`src/rtl/falu_rs.sv`:
```
// rtl/falu_rs.sv - reservation station for the FP add/sub unit
// Collapsing queue (slot 0 oldest), CDB wakeup with dispatch bypass, oldest-ready issue.
module falu_rs #(
    parameter int DEPTH = 4,
    parameter int TAG_W = 7,
    parameter int ROB_W = 3
) (
    input  logic                         clk,
    input  logic                         rst,
    input  logic                         flush,
    input  logic                         disp_valid,
    output logic                         disp_ready,
    input  logic [4:0]                   disp_funct5,
    input  logic [ROB_W-1:0]             disp_rob_idx,
    input  logic [TAG_W-1:0]             disp_rd,
    input  logic                         disp_rs1_rdy,
    input  logic [TAG_W-1:0]             disp_rs1_tag,
    input  logic [31:0]                  disp_rs1_data,
    input  logic                         disp_rs2_rdy,
    input  logic [TAG_W-1:0]             disp_rs2_tag,
    input  logic [31:0]                  disp_rs2_data,
    input  logic                         cdb_valid,
    input  logic [TAG_W-1:0]             cdb_tag,
    input  logic [31:0]                  cdb_data,
    output logic                         falu_i_valid,
    output logic [4:0]                   funct5,
    output logic [31:0]                  operand1,
    output logic [31:0]                  operand2,
    output logic [ROB_W-1:0]             falu_i_rob_idx,
    output logic [TAG_W-1:0]             falu_i_rd,
    output logic [$clog2(DEPTH+1)-1:0]   rs_count
);
    localparam int CW = $clog2(DEPTH+1);
    localparam int SW = $clog2(DEPTH);

    typedef struct packed {
        logic              vld;
        logic [4:0]        funct5;
        logic [ROB_W-1:0]  rob;
        logic [TAG_W-1:0]  rd;
        logic              rs1_rdy;
        logic [TAG_W-1:0]  rs1_tag;
        logic [31:0]       rs1_data;
        logic              rs2_rdy;
        logic [TAG_W-1:0]  rs2_tag;
        logic [31:0]       rs2_data;
    } ent_t;

    ent_t             r_ent  [DEPTH];
    ent_t             w_wake [DEPTH];
    ent_t             w_next [DEPTH];
    ent_t             w_disp;
    logic [CW-1:0]    r_count;
    logic [CW-1:0]    w_count_next;
    logic [CW-1:0]    w_wr_idx;
    logic             r_disp_ready;
    logic             w_disp_acc;
    logic             w_issue;
    logic [SW-1:0]    w_sel_idx;
    logic [4:0]       w_sel_funct5;
    logic [31:0]      w_sel_op1;
    logic [31:0]      w_sel_op2;
    logic [ROB_W-1:0] w_sel_rob;
    logic [TAG_W-1:0] w_sel_rd;
    logic             r_falu_valid;
    logic [4:0]       r_funct5;
    logic [31:0]      r_operand1;
    logic [31:0]      r_operand2;
    logic [ROB_W-1:0] r_rob;
    logic [TAG_W-1:0] r_rd;

    assign w_disp_acc = disp_valid & r_disp_ready;

    // Descending scan so the last hit is the lowest (oldest) ready slot.
    always_comb begin
        w_issue      = 1'b0;
        w_sel_idx    = '0;
        w_sel_funct5 = '0;
        w_sel_op1    = '0;
        w_sel_op2    = '0;
        w_sel_rob    = '0;
        w_sel_rd     = '0;
        for (int i = DEPTH-1; i >= 0; i--) begin
            if (r_ent[i].vld && r_ent[i].rs1_rdy && r_ent[i].rs2_rdy) begin
                w_issue      = 1'b1;
                w_sel_idx    = SW'(i);
                w_sel_funct5 = r_ent[i].funct5;
                w_sel_op1    = r_ent[i].rs1_data;
                w_sel_op2    = r_ent[i].rs2_data;
                w_sel_rob    = r_ent[i].rob;
                w_sel_rd     = r_ent[i].rd;
            end
        end
    end

    always_comb begin
        w_disp          = '0;
        w_disp.vld      = 1'b1;
        w_disp.funct5   = disp_funct5;
        w_disp.rob      = disp_rob_idx;
        w_disp.rd       = disp_rd;
        w_disp.rs1_tag  = disp_rs1_tag;
        w_disp.rs2_tag  = disp_rs2_tag;
        w_disp.rs1_rdy  = disp_rs1_rdy | (cdb_valid && (cdb_tag == disp_rs1_tag));
        w_disp.rs2_rdy  = disp_rs2_rdy | (cdb_valid && (cdb_tag == disp_rs2_tag));
        w_disp.rs1_data = disp_rs1_rdy ? disp_rs1_data : cdb_data;
        w_disp.rs2_data = disp_rs2_rdy ? disp_rs2_data : cdb_data;
    end

    always_comb begin
        for (int i = 0; i < DEPTH; i++) begin
            w_wake[i] = r_ent[i];
            if (cdb_valid && r_ent[i].vld) begin
                if (!r_ent[i].rs1_rdy && (r_ent[i].rs1_tag == cdb_tag)) begin
                    w_wake[i].rs1_rdy  = 1'b1;
                    w_wake[i].rs1_data = cdb_data;
                end
                if (!r_ent[i].rs2_rdy && (r_ent[i].rs2_tag == cdb_tag)) begin
                    w_wake[i].rs2_rdy  = 1'b1;
                    w_wake[i].rs2_data = cdb_data;
                end
            end
        end
    end

    // Collapse above the issued slot, then append the dispatch at the new tail.
    always_comb begin
        w_wr_idx     = r_count - CW'(w_issue);
        w_count_next = r_count + CW'(w_disp_acc) - CW'(w_issue);
        for (int i = 0; i < DEPTH-1; i++) begin
            w_next[i] = (w_issue && (SW'(i) >= w_sel_idx)) ? w_wake[i+1] : w_wake[i];
        end
        w_next[DEPTH-1] = w_issue ? '0 : w_wake[DEPTH-1];
        for (int i = 0; i < DEPTH; i++) begin
            if (w_disp_acc && (CW'(i) == w_wr_idx)) begin
                w_next[i] = w_disp;
            end
        end
    end

    always_ff @(posedge clk or negedge rst) begin
        if (!rst) begin
            for (int i = 0; i < DEPTH; i++) r_ent[i] <= '0;
            r_count      <= '0;
            r_disp_ready <= 1'b1;
            r_falu_valid <= 1'b0;
            r_funct5     <= '0;
            r_operand1   <= '0;
            r_operand2   <= '0;
            r_rob        <= '0;
            r_rd         <= '0;
        end else if (flush) begin
            for (int i = 0; i < DEPTH; i++) r_ent[i] <= '0;
            r_count      <= '0;
            r_disp_ready <= 1'b1;
            r_falu_valid <= 1'b0;
        end else begin
            for (int i = 0; i < DEPTH; i++) r_ent[i] <= w_next[i];
            r_count      <= w_count_next;
            r_disp_ready <= (w_count_next < CW'(DEPTH));
            r_falu_valid <= w_issue;
            if (w_issue) begin
                r_funct5   <= w_sel_funct5;
                r_operand1 <= w_sel_op1;
                r_operand2 <= w_sel_op2;
                r_rob      <= w_sel_rob;
                r_rd       <= w_sel_rd;
            end
        end
    end

    assign disp_ready     = r_disp_ready;
    assign rs_count       = r_count;
    assign falu_i_valid   = r_falu_valid;
    assign funct5         = r_funct5;
    assign operand1       = r_operand1;
    assign operand2       = r_operand2;
    assign falu_i_rob_idx = r_rob;
    assign falu_i_rd      = r_rd;
endmodule
```
`config.mk`:
```
export PLATFORM = sky130hd
export DESIGN_NAME = falu_rs
export DESIGN_NICKNAME = d
export VERILOG_FILES = /design/src/rtl/falu_rs.sv
export SDC_FILE = /design/constraint.sdc
export NUM_CORES = 1
export LEC_CHECK = 0
export CAP_MARGIN = 15
export CORE_MARGIN = 3
export CORE_UTILIZATION = 50
export CTS_CLUSTER_DIAMETER = 80
export DETAILED_ROUTE_END_ITERATION = 6
export DONT_BUFFER_PORTS = 1
export PLACE_DENSITY = 0.63
export SYNTH_ARGS = -nofsm -noshare
export SYNTH_HDL_FRONTEND = slang
export SYNTH_SLANG_ARGS = --single-unit
```
`constraint.sdc`:
```
create_clock -name clk -period 6.6 [get_ports clk]
set_clock_uncertainty 0.2 [all_clocks]
set_input_delay 0.99 -clock clk [delete_from_list [all_inputs] [get_ports clk]]
set_output_delay 0.99 -clock clk [all_outputs]
set_load 0.02 [all_outputs]
```
==> summary.md <==
| Metric | Value |
|---|---|
| Post-layout util | `54.4%` |
| Failing checks | `hold timing` |
| Post-Synthesis Cells | `2614` |
| Type of origin of the critical path | `flop` |
| Final Max Slew Viols | `0` |
| Pre-CTS setup slack | `2160 ps` |
| Tot GR Track Use | `33.2%` |
| Clk pwr share | `31.6%` |
| Die Ht | `230 µm` |
| CP peak stage delay | `1070 ps` |
| First-pass GRT wire length | `137000 µm` |
| Antenna-violating nets left | `0` |
| DRT iter0 DRCs | `2700` |
| Largest net degree at the start of global routing | `469` |
| Io pins | `223` |
| Total power draw | `9.14 mW` |
| CP startpoint | `r_ent[191]` |
| Worst Setup End Kind | `flop` |
| IR Drop Worst-Case VDD | `206 µV` |
| Max transition margin | `16.3%` |
| Clk root buf | `clkbuf_16` |
| Sw Pwr | `3.19 mW` |
| Vias in the first global route | `22.4k` |
| Area growth, synth to finish | `6.76%` |
| Power per Cell Area | `341 nW/µm²` |
| DP Area | `25000 µm²` |
| Die Width | `230 µm` |
| Global route total overflow | `0` |
| # fillers | `4387` |
| Die area | `52900 µm²` |
| Port bufs | `0` |
| Required time of the worst setup path | `6920 ps` |
| Routed length per instance | `29.0 µm` |
| Minimum clock period after layout | `4550 ps` |
| Finished Layout Cells | `3105` |
| DP HPWL | `50200 µm` |
| Switching Share | `34.9%` |
| Core Footprint | `49300 µm²` |
| Worst-path clk slew | `60 ps` |
| Cell variety after synth | `56` |
| Unrepaired setup endpoints after global routing | `false` |
| Leakage | `11.4 nW` |
| Count leader, synth | `dfrtp_1` |
| Number of vias per cell | `7.16` |
| Gpl congestion | `0.858` |
| Total Wirelength | `90100 µm` |
| Clk sink count | `468` |
| Placed Cells | `3008` |
| Via count | `22.2k` |
| Critical path's most frequent cell | `ha_1` |
| Sequential fraction of the synthesis area | `46.7%` |
| Cell breakdown of the critical path | `and3_4, nor3_4, nand2_1, ha_1, ha_1, xnor2_1, nand3_1, or3_2, nor2b_4, buf_4, o221ai_1, o22ai_1` |
| Mapped Nets | `2758` |
| Syn Std Cell Area | `25100 µm²` |
| Initial cell density of the core | `50.9%` |
| CP delay by family, top | `simple AND/OR/NAND/NOR gates` |
| Worst path bufs/invs | `1` |
| FF+latch count, synth | `468` |
| Hold slack final | `-87.6 ps` |
| Clock Path Buffers | `3` |
| R2r setup slk | `2050 ps` |
| Worst-path fanout max | `35` |
| Number of cell rows | `81` |
| Final Hold Fails | `88` |
| R2R depth | `12` |
| Max-capacitance violation count | `0` |
| Final setup vio count | `0` |
| Crit share post-route | `68.9%` |
| Comb pwr share | `23.6%` |
| FMAX | `0.220 GHz` |
| CTS tree | `built` |
| Critical path's slowest cell | `nor2b_4` |
| Measured slew at the worst slew-check pin | `1250 ps` |
| Run status | `finished with violations` |
| Syn Area/Cell | `9.59 µm²` |
| Synth cell count leaders | `467 x dfrtp_1, 373 x nand2_1, 236 x clkbuf_1, 230 x nor2_1, 209 x o22ai_1` |
| Internal Pwr Total | `5.95 mW` |
| Post-route cell area | `26800 µm²` |
| DR pass1 iterations | `5` |
| Setup_tns | `0 ps` |
| Dominant cell type by area after synthesis | `dfrtp_1` |
| Ys async rst share | `100%` |
| Postcts setup bufs | `0` |
| Worst flop-to-flop path endpoint | `r_ent[223]` |
| Initial antenna violation count | `5` |
| Final WS setup | `2050 ps` |
| Layout cell share with drive strength beyond 1 | `7.42%` |
| Sequential power share | `44.7%` |
| Worst skew pair latency | `610 ps` |
| Synth Flop Type | `dfrtp_1` |
| H-Tree Depth | `2` |
| Final nets | `2545` |
| EDFF count, synth | `0` |
| WP data arrival | `4860 ps` |
| Yosys top cell area share | `46.6%` |
| Critical path class | `flop to flop` |
| CTS resizes | `0` |
| Min-delay worst type | `input pin to async pin` |
| Top cells by area, synth | `dfrtp_1 47%, mux2i_1 7.7%, nand2_1 5.6%` |
| YS warnings | `0` |
| CTS Buf Count | `52` |
| DRC | `0` |
| R2R Path Start | `r_ent[191]` |
==> power by group through the flow <==
stage / Clock, mW / Sequential, mW / Combinational (mW)
floorplan: 0 / 3.96 / 1.64
global placement: 0 / 4.09 / 2.01
detailed placement: 0 / 4.12 / 2.08
CTS: 2.92 / 4.07 / 2.08
global route: 3.04 / 4.16 / 2.35
finish: 2.89 / 4.09 / 2.16
==> final cells by class <==
class                      count  area (µm²)  area share (%)
antenna                        3        7.51          0.0280
multi-input combinational   1832       12200            45.5
clock buffer                  82        1590            5.92
inverter                       9        33.8           0.126
clock inverter                 9        70.1           0.262
sequential                   468       11700            43.7
timing repair buffer          38         345            1.29
tap                          664         831            3.10
==> worst max-delay path by stage <==
| stage | to | cells past startpoint |
|---|---|---|
| final | r_ent[223] | 12 |
| after global placement | r_ent[219] | 12 |
| after floorplan | r_ent[289] | 14 |
| after global routing | r_ent[222] | 12 |
| after CTS | r_ent[223] | 12 |
| after detailed placement | r_ent[223] | 12 |
==> kinds of logic after synthesis <==
| kind of cell | count (synthesis) | synth area share [%] |
|---|---|---|
| AO/OA/AOI/OAI | 861 | 26.1 |
| AND/OR/NAND/NOR | 701 | 11.4 |
| flip-flops | 468 | 46.7 |
| buffers and inverters | 314 | 5.27 |
| multiplexers | 195 | 7.79 |
| XOR/XNOR | 70 | 2.44 |
| adder cells (fa/ha/maj) | 5 | 0.279 |
==> layout by cell type, fill, tap and decap left out, types with 35 or more instances in the layout <==
cell / n
a311oi_1: 87
mux2i_1: 192
o21ai_0: 71
nand2_1: 371
a221oi_1: 79
nor2_1: 226
o22ai_1: 209
nand3_1: 38
o221ai_1: 98
dfrtp_1: 467
buf_4: 35
xor2_1: 45
clkbuf_16: 53
o31ai_1: 111
==> layer usage <==
layer	wire length [µm]	up-vias	share of wire, %	global-route usage [%]
met5	43	-	0.048	0
li1	-	9434	-	-
met2	40500	1296	45	50.9
met3	9330	241	10	8.50
met4	4070	6	4.5	14.7
met1	36200	11300	40	44.8
==> state kept, by name, summed over array words and instances (netlist names) <==
signal          cells
funct5              5
operand2           32
operand1           32
falu_i_valid        1
r_ent             384
falu_i_rd           7
disp_ready          1
falu_i_rob_idx      3
rs_count            3
Note: power is estimated with default switching activity, not from simulation.
